--- src/rtl/maze_map_port.sv ---
// maze_map_port: round-robin multi-channel map lookup port; converts world
// coordinates to a linear map address, reads a latency-L memory, returns per-channel cells.
module maze_map_port #(
   parameter int NUM_CH = 4,
   parameter int COORD_W = 10,
   parameter int SCALE_SHIFT = 1,
   parameter int MAP_WIDTH = 320,
   parameter int MAP_HEIGHT = 240,
   parameter int ADDR_W = 17,
   parameter int DATA_W = 8,
   parameter int ROM_LATENCY = 1,
   parameter logic [DATA_W-1:0] OOB_VALUE = DATA_W'(8'hFF)
) (
   input  logic                        clk,
   input  logic                        reset,
   input  logic [NUM_CH-1:0]           req_valid,
   output logic [NUM_CH-1:0]           req_ready,
   input  logic [NUM_CH*COORD_W-1:0]   req_col,
   input  logic [NUM_CH*COORD_W-1:0]   req_row,
   output logic [NUM_CH-1:0]           rsp_valid,
   output logic [NUM_CH*DATA_W-1:0]    rsp_data,
   output logic [NUM_CH-1:0]           rsp_oob,
   output logic                        mem_en,
   output logic [ADDR_W-1:0]           mem_addr,
   input  logic [DATA_W-1:0]           mem_dout
);
   localparam int CW = NUM_CH > 1 ? $clog2(NUM_CH) : 1;
   localparam int FW = COORD_W + 32;
   localparam int L = ROM_LATENCY;

   logic [CW-1:0] last_q, last_d, gnt_idx, cand;
   logic gnt_any;
   logic [COORD_W-1:0] col_w, row_w, col_s, row_s;
   logic oob;
   logic [ADDR_W-1:0] addr;
   logic s1_v_q, s1_v_d, s1_oob_q, s1_oob_d;
   logic [ADDR_W-1:0] s1_addr_q, s1_addr_d;
   logic [CW-1:0] s1_ch_q, s1_ch_d;
   logic [L-1:0] pv_q, pv_d, po_q, po_d;
   logic [CW-1:0] pc_q [L];
   logic [CW-1:0] pc_d [L];
   logic [NUM_CH-1:0] rsp_valid_q, rsp_valid_d, rsp_oob_q, rsp_oob_d;
   logic [NUM_CH*DATA_W-1:0] rsp_data_q, rsp_data_d;

   // Scan from lowest to highest priority so the channel right after last_q wins.
   always_comb begin
      gnt_any = 1'b0;
      gnt_idx = '0;
      cand = '0;
      for (int k = NUM_CH; k >= 1; k--) begin
         cand = CW'((int'(last_q) + k) % NUM_CH);
         if (req_valid[cand]) begin
            gnt_any = 1'b1;
            gnt_idx = cand;
         end
      end
   end

   assign req_ready = (gnt_any && !reset) ? NUM_CH'(1) << gnt_idx : '0;

   always_comb begin
      col_w = req_col[gnt_idx*COORD_W +: COORD_W];
      row_w = req_row[gnt_idx*COORD_W +: COORD_W];
      col_s = col_w >> SCALE_SHIFT;
      row_s = row_w >> SCALE_SHIFT;
      oob = !(FW'(col_s) < FW'(MAP_WIDTH) && FW'(row_s) < FW'(MAP_HEIGHT));
      addr = ADDR_W'(FW'(row_s) * FW'(MAP_WIDTH) + FW'(col_s));
   end

   always_comb begin
      last_d = gnt_any ? gnt_idx : last_q;
      s1_v_d = gnt_any;
      s1_oob_d = oob;
      s1_addr_d = addr;
      s1_ch_d = gnt_idx;
      pv_d[0] = s1_v_q;
      po_d[0] = s1_oob_q;
      pc_d[0] = s1_ch_q;
      for (int i = 1; i < L; i++) begin
         pv_d[i] = pv_q[i-1];
         po_d[i] = po_q[i-1];
         pc_d[i] = pc_q[i-1];
      end
      rsp_valid_d = '0;
      rsp_oob_d = rsp_oob_q;
      rsp_data_d = rsp_data_q;
      for (int c = 0; c < NUM_CH; c++) begin
         rsp_valid_d[c] = pv_q[L-1] && pc_q[L-1] == CW'(c);
         rsp_oob_d[c] = rsp_valid_d[c] ? po_q[L-1] : rsp_oob_q[c];
         rsp_data_d[c*DATA_W +: DATA_W] = rsp_valid_d[c] ? (po_q[L-1] ? OOB_VALUE : mem_dout)
                                                          : rsp_data_q[c*DATA_W +: DATA_W];
      end
   end

   always_ff @(posedge clk) begin
      if (reset) begin
         last_q <= CW'(NUM_CH - 1);
         s1_v_q <= 1'b0;
         s1_oob_q <= 1'b0;
         s1_addr_q <= '0;
         s1_ch_q <= '0;
         pv_q <= '0;
         po_q <= '0;
         pc_q <= '{default: '0};
         rsp_valid_q <= '0;
         rsp_oob_q <= '0;
         rsp_data_q <= '0;
      end else begin
         last_q <= last_d;
         s1_v_q <= s1_v_d;
         s1_oob_q <= s1_oob_d;
         s1_addr_q <= s1_addr_d;
         s1_ch_q <= s1_ch_d;
         pv_q <= pv_d;
         po_q <= po_d;
         pc_q <= pc_d;
         rsp_valid_q <= rsp_valid_d;
         rsp_oob_q <= rsp_oob_d;
         rsp_data_q <= rsp_data_d;
      end
   end

   assign mem_en = s1_v_q && !s1_oob_q;
   assign mem_addr = mem_en ? s1_addr_q : '0;
   assign rsp_valid = rsp_valid_q;
   assign rsp_oob = rsp_oob_q;
   assign rsp_data = rsp_data_q;
endmodule

--- config.mk ---
export PLATFORM = sky130hd
export DESIGN_NAME = maze_map_port
export DESIGN_NICKNAME = d
export VERILOG_FILES = /design/src/rtl/maze_map_port.sv
export SDC_FILE = /design/constraint.sdc
export NUM_CORES = 1
export LEC_CHECK = 0
export CELL_PAD_IN_SITES_DETAIL_PLACEMENT = 1
export CELL_PAD_IN_SITES_GLOBAL_PLACEMENT = 2
export CORE_MARGIN = 10
export CORE_UTILIZATION = 25
export DETAILED_ROUTE_END_ITERATION = 8
export PLACE_DENSITY = 0.82
export SLEW_MARGIN = 20
export SYNTH_ARGS = -nofsm -noshare
export SYNTH_HDL_FRONTEND = slang
export SYNTH_SLANG_ARGS = --single-unit
--- constraint.sdc ---
create_clock -name clk -period 8.4 [get_ports clk]
set_input_delay 1.68 -clock clk [delete_from_list [all_inputs] [get_ports clk]]
set_output_delay 1.68 -clock clk [all_outputs]
set_load 0.01 [all_outputs]
==> impl_results.md, run 1 <==
* Most used cell, CP: ha_1
* Clock root buffer: clkbuf_16
* Largest net degree at the start of global routing at 70
* Status: complete, no violations
* Yosys cell types at 43
* Ys flop type: dfxtp_1
* Clock slew at reported path FFs at 0.05 ns
* Final number of hold-violating endpoints at 0
* RSZ-0062 raised after global routing: no
* Cell internal pwr at between 0.8 and 0.9 mW
* DRC at 0
* Leak Pwr at 2.08 nW
* Core area at 13800 sq um
* DP Area at approximately 5100 sq um
* Top delay family on crit path: simple AND/OR/NAND/NOR gates
* I/O Buffers at between 100 and 150
* Layout cells sized above 1 at under 10%
* Worst VDD drop at ~0.10 mV
* CTS tree: built
* Register area share after synthesis at 38.4%
* Post-CTS Setup Inserts at 0
* Fill cell count at 1631
* Die area at 19100 sq um
* Final Instance Area at roughly 5400 sq um
* Overflow after GRT at 0
* Commonest cells after routing, fill and taps aside: 146 x clkdlybuf4s50_1, 67 x dfxtp_1, 60 x nor2_1, 44 x nand2_1, 32 x a211oi_1
* DRC violation total after the first TritonRoute iteration at 127
* PostCTS Resize Cnt at 0
* Clk_lat worst skew at approximately 0.33 ns
* Worst slew pin tran at between 0.9 and 1 ns
* Synth Area in Compound Gates at between 10% and 20%
* Net switching power figure at roughly 0.35 mW
* Pwr Density at roughly 220 nW/um^2
* Diode count at 0
* Critical-path top delay cell: clkdlybuf4s50_1
* Routed len/inst at 16.1 microns
* Reg power frac at between 30% and 40%
* WP buf/inv at 3
* Hold bufs inserted after CTS at 0
* Leading cell type in the layout, fill and taps excluded: clkdlybuf4s50_1
* EDFF count, synth at 0
* Yosys Warn Count at 0
* Clk buf depth at 2
* Critical Path Fanout Max at 27
* I/O pins at 156
* Critical-path cell list: clkdlybuf4s50_1, nand2b_2, o211ai_1, and2_1, buf_4, nand2_1, and3_1, a31oi_1, ha_1, ha_1, inv_1, fa_1, xnor2_1, nor3b_1, nand3_1, nor3_1, xnor3_1, nor2_1
* Area taken by multi-input logic gates at between 1500 and 2000 sq um
* Final count of negative-setup-slack endpoints at 0
* Setup crit end kind: flop
* Placed cell count at between 700 and 800
* First-pass GRT wire length at about 18000 microns
* Flops & latches, synth at 67
* Hold_ws at approximately 0.43 ns
* Chip width at 138 microns
* Clock power share at 32.0%
* Die Height at 138 microns
* Logic gate share of total power at 36.4%
* Register area at around 1300 sq um
* Post-Syn Area at roughly 3500 sq um
* Worst Hold Class: flop to flop
* Adder-Cell Fraction of Synth Area at under 10%
* Post-synthesis simple-gate area fraction at a little under a quarter
* CTS sink cnt at 67
* ANT nets after route at 0
* Global Route Usage Sum at 11.7%
* Area leader, netlist: dfxtp_1
* Post-synthesis mux area share at under 10%
* Area grow syn2layout at 54.0%
* Period Utilization, post-route at between 70% and 80%
* H-tree levels at 3
* Vias in the first global route at about 3500
* Overall routed net length at 11500 microns
* Synth Net Count at 510
* Max-slew violation total from the final report at 0
* Finished Layout Cells at approximately 700
* Synth top area cells: dfxtp_1 38%, mux2i_1 8.3%, a211oi_1 6.9%
* Setup TNS at 0 ns
* Final nets at between 600 and 700
* CP startpoint kind: input port
* Number of cells produced by synthesis at 397
* Crit path DAT at 6.24 ns
* Net Sw Frac at a little under a third
* Max Fclk at 0.167 GHz
* Main combinational cell family by area after synthesis: simple AND/OR/NAND/NOR gates
* Global placement routability congestion at roughly 0.74
* Slew Limit Headroom at a little over a third
* # Max-Cap Violations at 0
* DRT Pass-1 Iters at 4
* Crit path largest cell delay at about 0.57 ns
* Avg Vias per Cell at about 4.6
* CP Class: input port to flop
* Vias at about 3300
* Antenna violations before repair at 0
* CTS buffer count at 9
* Avg Inst Size Synth at between 8 and 9 sq um
* Asr flop ratio synth at 0%
* FP Rows at between 40 and 50
* Worst Skew at 0.00611 ns
* Post-DP HPWL at 9340 microns
* Xor/xnor share of the synthesized area at under 10%
* Minimum clock period after layout at approximately 6.0 ns
* Initial Utilization at 25.3%
* CP required at approximately 8.7 ns
* Post-synth top area share at between 30% and 40%
cell type report:
| cell class | count | share of cell area [%] |
|---|---|---|
| multi-input cells | 295 | 36.9 |
| repair buffers | 151 | 27.8 |
| flip-flops and latches | 67 | 25.0 |
| clock buffers | 13 | 4.84 |
| well taps | 180 | 4.19 |
| clock inverters | 2 | 0.652 |
| inverters | 9 | 0.628 |
state kept, by name, indices dropped and copies added (netlist names):
| register | cells |
|---|---|
| rsp_data | 32 |
| po_d | 1 |
| pv_q | 1 |
| pc_q | 2 |
| po_q | 1 |
| pc_d | 2 |
| rsp_oob | 4 |
| last_q | 2 |
| s1_addr_q | 17 |
| rsp_valid | 4 |
| pv_d | 1 |
power by group through the flow:
stage               combinational, mW  clock [mW]  sequential, mW
floorplan                       0.296           0           0.371
global placement                0.420           0           0.372
detailed placement              0.432           0           0.373
CTS                             0.434       0.383           0.366
global route                    0.478       0.401           0.370
finish                          0.424       0.372           0.366
kinds of logic (layout without fill, tap and decap cells):
kind of cell               after synthesis  count (layout)
AOI/OAI and AO/OA                       65              65
xor gates and xnor gates                13              13
adders and majority gates               19              19
buffers and inverters                   35             175
DFF                                     67              67
muxes                                   30              30
and+or+nand+nor                        168             168
routing by layer:
layer / track usage [%] / vias to the layer above / share of wire [%]
met1: 12.4 / 1502 / 42
li1: - / 1651 / -
met2: 20.3 / 114 / 48
met3: 4.45 / 13 / 8.1
met4: 5.16 / 0 / 1.9
met5: 0 / - / 0
worst register-to-register path, stage by stage, from the launching register on:
cell and delay (ns):
dfxtp_1 0.31, nand2b_2 0.19, o211ai_1 0.11, and2_1 0.45, buf_4 0.43, nand2_1 0.10
and3_1 0.18, a31oi_1 0.33, ha_1 0.21, ha_1 0.18, inv_1 0.06, fa_1 0.39
xnor2_1 0.27, nor3b_1 0.35, nand3_1 0.17, nor3_1 0.22, xnor3_1 0.35, nor2_1 0.11
cells in the mapped netlist, types with 2 or more instances:
cell / n
buf_1: 2
ha_1: 17
o21ai_0: 5
inv_1: 9
nor3b_1: 4
clkbuf_1: 16
and2_1: 18
nand2b_1: 4
a21oi_1: 5
xor2_1: 5
mux2i_1: 29
buf_2: 5
and3_1: 13
nor2_1: 61
nor4_1: 4
dfxtp_1: 67
buf_12: 2
a31oi_1: 6
fa_1: 2
nor3_1: 4
nand2_1: 44
a311oi_1: 7
a211oi_1: 32
a21o_1: 2
xnor2_1: 7
nor2b_1: 10
worst paths after layout:
kind	slack, ns	end	cells past startpoint	startpoint
worst max register to register	3.94	s1_addr_q[16]	17	last_q[0]
worst max-delay path	2.42	s1_addr_q[16]	18	req_valid[3]
worst min-delay path	0.43	pc_q[0]	1	pc_d[0]
worst min register to register	0.43	pc_q[0]	1	pc_d[0]
per-stage QoR:
step / setup WS, ns / util, % / total power, mW
after global placement: 2.08 / 36.8 / 0.792
final: 2.42 / 39.0 / 1.16
after floorplan: 3.26 / - / 0.667
after CTS: 2.31 / 39.0 / 1.18
after global routing: 1.94 / 39.0 / 1.25
after detailed placement: 1.97 / 36.8 / 0.805
No activity file was read; power rests on OpenSTA's default activity.
==> run 2: changes to the inputs <==
Settings changed: CORE_UTILIZATION 25 to 23, PLACE_DENSITY 0.82 to 0.76.
Clock period 8.4 ns to 5.8 ns, I/O delays scaled along.
==> impl_results.md, run 2 (same netlist as run 1, synthesis figures left out) <==
* CTS sink cnt at 67
* M3 GR Usage at between 5 and 6%
* Leading cell type in the layout, fill and taps excluded: clkdlybuf4s50_1
* Crit path DAT at 5.38 ns
* Commonest cells after routing, fill and taps aside: 146 x clkdlybuf4s50_1, 67 x dfxtp_1, 60 x nor2_1, 44 x nand2_1, 32 x a211oi_1
* H-tree levels at 3
* Worst VDD drop at 0.137 mV
* CTS tree: built
* Initial Utilization at about a quarter
* Clk buf depth at 2
* Worst Skew at 0.00810 ns
* Final number of hold-violating endpoints at 0
* Pwr Density at approximately 310 nW/um^2
* CP required at ~6.1 ns
* Overflow after GRT at 0
* Critical-path cell list: clkdlybuf4s50_1, nand2b_2, o211ai_1, and2_1, buf_4, mux2i_1, mux2i_1, ha_1, inv_1, fa_1, xnor2_1, nor3b_1, nand3_1, nor3_1, xnor3_1, nor2_1
* Post-DP HPWL at approximately 9700 microns
* Final Instance Area at between 5000 and 6000 sq um
* Clock slew at reported path FFs at about 0.05 ns
* CTS buffer count at 9
* Overall routed net length at 11800 microns
* Post-CTS Setup Inserts at 0
* ANT nets after route at 0
* Layout cells sized above 1 at 5.73%
* Fill cell count at around 1700
* Avg Vias per Cell at 4.60
* Largest net degree at the start of global routing at between 60 and 70
* Worst Hold Class: flop to flop
* RSZ-0062 raised after global routing: no
* Chip width at about 140 microns
* Final nets at 650
* Final count of negative-setup-slack endpoints at 0
* Max Fclk at slightly below 0.2 GHz
* Status: complete, no violations
* Setup crit end kind: flop
* CP startpoint kind: input port
* Vias in the first global route at 3656
* DP Area at ~5100 sq um
* Diode count at 0
* Pwr Total at between 1.5 and 2 mW
* Slew Limit Headroom at 50.6%
* Core area at 14700 sq um
* Global placement routability congestion at approximately 0.76
* DRT Pass-1 Iters at 3
* Leak Pwr at ~2.1 nW
* Vias at between 3000 and 4000
* # Max-Cap Violations at 0
* RR Startpoint: last_q[0]
* I/O Buffers at 147
* First-pass GRT wire length at around 19000 microns
* Max-slew violation total from the final report at 0
* Most used cell, CP: mux2i_1
* Die area at slightly above 20000 sq um
* FP Rows at 44
* Hold path start: pc_d[1]
* Hold bufs inserted after CTS at 0
* Antenna violations before repair at 0
* Worst slew pin tran at between 0.7 and 0.8 ns
* Met1 Resource Use GR at about 13%
* Crit path largest cell delay at 0.56 ns
* GRT Max-Usage Layer: met2
* Critical-path top delay cell: clkdlybuf4s50_1
* Minimum clock period after layout at 5.13 ns
* Die Height at ~140 microns
* Setup TNS at 0 ns
* Largest register FFs at 32
* DRC violation total after the first TritonRoute iteration at 77
* I/O pins at roughly 160
* Routed len/inst at approximately 16 microns
* PostCTS Resize Cnt at 0
* Area grow syn2layout at 55.1%
* Clk_lat worst skew at around 0.32 ns
* Worst Setup SP: req_valid[3]
* Critical Path Fanout Max at 16
* Global Route Usage Sum at 11.5%
* CP Class: input port to flop
* Period Utilization, post-route at about nine tenths
* Grt met2 use at slightly below 20%
* Clock root buffer: clkbuf_16
* DRC at 0
[run 2: cell types whose count changed in the layout (fill, tap and decap cells not counted), sizes merged]
cell  before  now
buf        5    9
[run 2: critical path: cells and delay by family]
kind            cells  cell delay (ns)
mux                 2             0.38
simple gates        6             1.30
buf+inv             3             0.95
compound gates      1             0.11
fa+ha+maj           2             0.80
xor+xnor            2             0.66
[run 2: area by class of cell]
type | count | area (sq um) | share of cell area, %
clock buffers | 13 | 260 | 4.81
well taps | 184 | 230 | 4.25
inverters | 9 | 33.8 | 0.624
flip-flops and latches | 67 | 1340 | 24.8
clock inverters | 2 | 35.0 | 0.647
multi-input cells | 295 | 1990 | 36.7
repair buffers | 155 | 1530 | 28.2
[run 2: power breakdown]
group	internal, mW	switching, mW	total (mW)
clock	0.353	0.184	0.537
sequential	0.513	0.0180	0.531
combinational	0.313	0.315	0.628
[run 2: worst paths after layout]
path                                      end  slack (ns)  cells past startpoint
worst max-delay path            s1_addr_q[16]        0.67                     16
worst min-delay path                  pc_q[1]        0.44                      1
worst max register to register  s1_addr_q[16]        1.64                     15
worst min register to register        pc_q[1]        0.44                      1
[run 2: layer usage]
layer  up-vias  part of all wire [%]
li1       1661                     -
met1      1551                    42
met2       114                    47
met3         9                    11
met4         0                  0.81
met5         -                     0
[run 2: per-stage QoR]
stage | hold WS (ns) | utilization, % | instances | setup slack, ns
6_report | 0.437 | 36.8 | 725 | 0.674
5_1_grt | 0.474 | 36.8 | 725 | 0.297
4_1_cts | 0.437 | 36.7 | 725 | 0.610
3_5_place_dp | 0.425 | 34.7 | 710 | 0.297
3_3_place_gp | 0.434 | 34.7 | 710 | 0.372
2_1_floorplan | 0.414 | - | 397 | 1.18
